### config.mk
export PLATFORM = sky130hd
export DESIGN_NAME = fft_bin_scanner
export DESIGN_NICKNAME = d
export VERILOG_FILES = /design/src/rtl/fft_bin_scanner.sv
export SDC_FILE = /design/constraint.sdc
export NUM_CORES = 1
export LEC_CHECK = 0
export CORE_AREA = 2 2 92 58
export DETAILED_ROUTE_END_ITERATION = 7
export DIE_AREA = 0 0 94 60
export GPL_TIMING_DRIVEN = 0
export PLACE_DENSITY = 0.84
export RECOVER_POWER = 50
export SLEW_MARGIN = 40
export SYNTH_ARGS = -nofsm -noshare
export SYNTH_HDL_FRONTEND = slang
export SYNTH_SLANG_ARGS = --single-unit
### constraint.sdc
create_clock -name clk -period 6 [get_ports clk]
set_input_delay 1.2 -clock clk [delete_from_list [all_inputs] [get_ports clk]]
set_output_delay 1.2 -clock clk [all_outputs]
set_load 0.03 [all_outputs]
### src/rtl/fft_bin_scanner.sv
// Scans a bin window of the trigger FFT output RAM after each frame,
// tracks the peak magnitude bin and pulses trigger on a qualifying streak.
module fft_bin_scanner #(
  parameter int BIN_LO        = 1,
  parameter int BIN_HI        = 31,
  parameter int TARGET_BIN    = 10,
  parameter int BIN_TOL       = 1,
  parameter int THRESHOLD     = 100,
  parameter int CONSEC_FRAMES = 2
) (
  input  logic       clk,
  input  logic       reset,
  input  logic       enable,
  input  logic       send_frame,
  input  logic       fft_output_RAM_ready,
  input  logic [9:0] fft_output_RAM_data,
  output logic [5:0] fft_output_RAM_addr,
  output logic       scan_done,
  output logic [5:0] peak_bin,
  output logic [8:0] peak_mag,
  output logic       trigger
);

  typedef enum logic [2:0] {
    IDLE, WAIT_WR, WAIT_DONE, SCAN, FLUSH, DECIDE
  } state_t;

  localparam logic [5:0] LO = 6'(BIN_LO);
  localparam logic [5:0] HI = 6'(BIN_HI);

  state_t     state_q, state_d;
  logic [5:0] addr_q, addr_d;
  logic       rd_vld_q, rd_vld_d;
  logic [5:0] rd_bin_q, rd_bin_d;
  logic [8:0] max_mag_q, max_mag_d;
  logic [5:0] max_bin_q, max_bin_d;
  logic [8:0] peak_mag_q, peak_mag_d;
  logic [5:0] peak_bin_q, peak_bin_d;
  logic       scan_done_q, scan_done_d;
  logic       trigger_q, trigger_d;
  logic [3:0] streak_q, streak_d;

  logic [9:0] neg;
  logic [8:0] mag;
  logic [3:0] streak_inc;
  logic       qual;

  // |data| with -512 saturated into the 9-bit range
  always_comb begin
    neg = 10'(~fft_output_RAM_data + 10'd1);
    if (fft_output_RAM_data == 10'h200) mag = 9'd511;
    else if (fft_output_RAM_data[9]) mag = neg[8:0];
    else mag = fft_output_RAM_data[8:0];
  end

  always_comb begin
    streak_inc = streak_q + 4'd1;
    qual = (max_mag_q >= 9'(THRESHOLD))
        && (int'(max_bin_q) + BIN_TOL >= TARGET_BIN)
        && (int'(max_bin_q) <= TARGET_BIN + BIN_TOL);
  end

  always_comb begin
    state_d     = state_q;
    addr_d      = addr_q;
    rd_vld_d    = 1'b0;
    rd_bin_d    = rd_bin_q;
    max_mag_d   = max_mag_q;
    max_bin_d   = max_bin_q;
    peak_mag_d  = peak_mag_q;
    peak_bin_d  = peak_bin_q;
    scan_done_d = 1'b0;
    trigger_d   = 1'b0;
    streak_d    = streak_q;

    if (rd_vld_q && (mag > max_mag_q)) begin
      max_mag_d = mag;
      max_bin_d = rd_bin_q;
    end

    unique case (state_q)
      IDLE: begin
        if (send_frame) state_d = WAIT_WR;
      end
      WAIT_WR: begin
        if (!fft_output_RAM_ready) begin
          state_d = WAIT_DONE;
          addr_d  = LO;
        end
      end
      WAIT_DONE: begin
        if (fft_output_RAM_ready) begin
          state_d   = SCAN;
          max_mag_d = 9'd0;
          max_bin_d = LO;
        end
      end
      SCAN: begin
        if (!fft_output_RAM_ready) begin
          state_d = WAIT_DONE;
          addr_d  = LO;
        end else begin
          rd_vld_d = 1'b1;
          rd_bin_d = addr_q;
          if (addr_q == HI) state_d = FLUSH;
          else addr_d = addr_q + 6'd1;
        end
      end
      FLUSH: begin
        if (!fft_output_RAM_ready) begin
          state_d = WAIT_DONE;
          addr_d  = LO;
        end else begin
          state_d = DECIDE;
        end
      end
      DECIDE: begin
        state_d     = IDLE;
        peak_mag_d  = max_mag_q;
        peak_bin_d  = max_bin_q;
        scan_done_d = 1'b1;
        if (!qual) begin
          streak_d = 4'd0;
        end else if (streak_inc == 4'(CONSEC_FRAMES)) begin
          streak_d  = 4'd0;
          trigger_d = 1'b1;
        end else begin
          streak_d = streak_inc;
        end
      end
      default: state_d = IDLE;
    endcase

    // disable aborts everything but leaves the last result visible
    if (!enable) begin
      state_d     = IDLE;
      addr_d      = addr_q;
      rd_vld_d    = 1'b0;
      peak_mag_d  = peak_mag_q;
      peak_bin_d  = peak_bin_q;
      scan_done_d = 1'b0;
      trigger_d   = 1'b0;
      streak_d    = 4'd0;
    end
  end

  always_ff @(posedge clk) begin
    if (reset) begin
      state_q     <= IDLE;
      addr_q      <= 6'd0;
      rd_vld_q    <= 1'b0;
      rd_bin_q    <= 6'd0;
      max_mag_q   <= 9'd0;
      max_bin_q   <= 6'd0;
      peak_mag_q  <= 9'd0;
      peak_bin_q  <= 6'd0;
      scan_done_q <= 1'b0;
      trigger_q   <= 1'b0;
      streak_q    <= 4'd0;
    end else begin
      state_q     <= state_d;
      addr_q      <= addr_d;
      rd_vld_q    <= rd_vld_d;
      rd_bin_q    <= rd_bin_d;
      max_mag_q   <= max_mag_d;
      max_bin_q   <= max_bin_d;
      peak_mag_q  <= peak_mag_d;
      peak_bin_q  <= peak_bin_d;
      scan_done_q <= scan_done_d;
      trigger_q   <= trigger_d;
      streak_q    <= streak_d;
    end
  end

  assign fft_output_RAM_addr = addr_q;
  assign scan_done           = scan_done_q;
  assign peak_bin            = peak_bin_q;
  assign peak_mag            = peak_mag_q;
  assign trigger             = trigger_q;

endmodule

==> run metrics <==
clock power share=38.4%; EDFF count, synth=0; Tightest Pin Transition=0.728 ns; Ports=38; Final Cycle Share=between 70% and 80%; Top FF cell, synth=dfxtp_1; multi-input logic area=0.00158 sq mm; first-pass GRT wire length=around 11000 microns; post-CTS setup repair buffer count=0; initial drt markers=around 180; Setup Skew=approximately 0.0066 ns; Worst Path Arrival=between 4 and 5 ns; cts repair resizes=0; Achievable Freq=218 MHz; post-synth cell types=54; # setup viols final=0; Finished Layout Cells=454; most common cell after layout, fill and taps aside=nand2_1; FILL cells=414; max cap viols=0; CTS clk-pin slew, worst paths=0.09 ns; row count=20; Syn Area/Cell=8.01 sq um; switching pwr=158 uW; Synth area leaders=dfxtp_1, a21oi_1, nand2_1; FFs w/ async S/R, synth=0%; placed inst area=0.00320 sq mm; most frequent cells in the layout=nand2_1, dfxtp_1, a21oi_1; Yosys top cell by area=dfxtp_1; Congestion Overflow GR=0; vias in the first global route=2282; Slew Limit Fails=0; largest net degree at the start of global routing=17; Yosys warning total=0; Min Hold Slack=about 0.45 ns; Worst slew margin=between 50% and 60%; crit path kind=in -> reg; CTS buffer count=5; I/O Buffers=36; Synth top area share=between 30% and 40%; Period minus WS final=4.59 ns; GP Congestion=0.922; height of the die=60 microns; Pre-antenna DRT Iters=5; Comb pwr share=9.5%; Root Driver=clkbuf_8; Worst-Skew Late Latency=0.31 ns; final antenna-violating net count=0; Longest Clk Path Bufs=2; final core utilization=68.0%; CP required=approximately 6.2 ns; clock tree sinks=52; initial antenna violation count=0; CTS tree=done; HP Class=reg -> reg; Setup crit end kind=flip-flop; sequential fraction of design power=a little over half; mapped cell area=0.00276 sq mm; Synth Instances=about 340; Syn Nets=roughly 370; layout cell share with drive strength beyond 1=under 10%; fin worst setup slack=1.41 ns; leakage power=1.16 nW; P_int=approximately 500 uW; Max IR drop VDD=0.147 mV; cell count after placement=around 450; register area=0.00104 sq mm; crit start category=input pin; GRT Util Overall=25.0%; Die Wd=about 94 microns; Area Growth Syn to Fin=20.5%; sequential area share after synthesis=a little under two fifths; Fin. Hold Viols=0; setup TNS=0 ns; die area=0.00564 sq mm; final net count=417; Sw Share=23.7%; critical path fanouts, max=10; PnR Total Power=665 uW; Starting Density=a little under three fifths; DR vias=2607; RSZ-0062 raised after global routing=false; # DRC=0; final instance area=0.00332 sq mm; Core ar.=0.00488 sq mm; WL/cell=14.8 microns; pre-CTS setup slack=roughly 1.1 ns; Routed WL=between 6000 and 7000 microns; synthesized flop and latch total=52; post-DP HPWL=roughly 5000 microns; PD cells=200 mW/mm^2; Vias/cell=~5.7; number of antenna diodes=0; H-tree levels=2; status=completed; CTS hold repair buffers=0
## layer usage
layer / track usage (%) / vias up / wire length, microns
met5: 0 / - / 0
met4: 5.38 / 0 / 57
met3: 5.04 / 9 / 550
met2: 35.3 / 91 / 2680
met1: 39.0 / 1197 / 3430
li1: - / 1310 / -
## Yosys cell counts (all sizes together), types with 2 or more instances
cell type	n
nand2b	10
a21oi	45
and2	2
nand2	56
clkbuf	8
o21ai	11
nand4	6
inv	18
mux2i	4
o211ai	4
o31ai	6
nor3b	4
xnor2	6
a211oi	7
nor3	7
a31oi	4
o311ai	2
o211a	2
dfxtp	52
nand3	13
nor2	22
a31o	2
o21a	2
nand3b	2
nor2b	4
ha	15
nor4	4
buf	7
## flip-flops by register name, indices dropped and copies added, names as in the netlist
signal               flops
fft_output_RAM_addr      6
max_bin_q                6
streak_q                 4
rd_vld_q                 1
scan_done                1
rd_bin_q                 6
max_mag_q                9
peak_mag                 9
trigger                  1
peak_bin                 6
state_q                  3
## kinds of logic (layout without fill, tap and decap cells)
group / count (synthesis) / in the layout / share of synthesized area (%)
mux: 4 / 4 / 1.45
xor+xnor: 7 / 7 / 2.23
compound gates: 93 / 93 / 21.0
simple gates: 140 / 140 / 25.9
buf+inv: 33 / 77 / 4.81
flops: 52 / 52 / 37.8
fa+ha+maj: 15 / 15 / 6.81
## critical path, cell delays in order
cell and delay, ns:
clkdlybuf4s50_1 0.46, inv_1 0.08, ha_1 0.20, nor3b_1 0.63
nor3_1 0.10, a311oi_1 0.50, ha_1 0.36, nand4_1 0.12
o22ai_1 0.09, nor3_1 0.49, nor2_2 0.26, a31o_2 0.31
## area by class of cell
type | instances | area share (%)
inverter | 18 | 2.04
timing repair buffer | 36 | 10.9
multi-input combinational | 259 | 47.6
clock inverter | 2 | 1.17
sequential | 52 | 31.4
buffer | 15 | 1.96
tap | 66 | 2.49
clock buffer | 6 | 2.49
## power groups by stage
stage	clock network, mW	registers, mW	logic [mW]
floorplan	0	0.355	0.0375
global placement	0	0.355	0.0601
detailed placement	0	0.355	0.0617
CTS	0.259	0.347	0.0624
global route	0.276	0.347	0.0698
finish	0.256	0.347	0.0630
## path summary, 6_finish.rpt
kind,start,endpoint,slack (ns),depth (start not counted)
hold reg to reg,peak_mag[7],peak_mag[7],0.45,2
setup reg to reg,max_mag_q[6],max_bin_q[0],3.69,8
setup / recovery,fft_output_RAM_data[1],max_mag_q[6],1.41,12
hold / removal,peak_mag[7],peak_mag[7],0.45,2
Note: power is estimated with default switching activity, not from simulation.
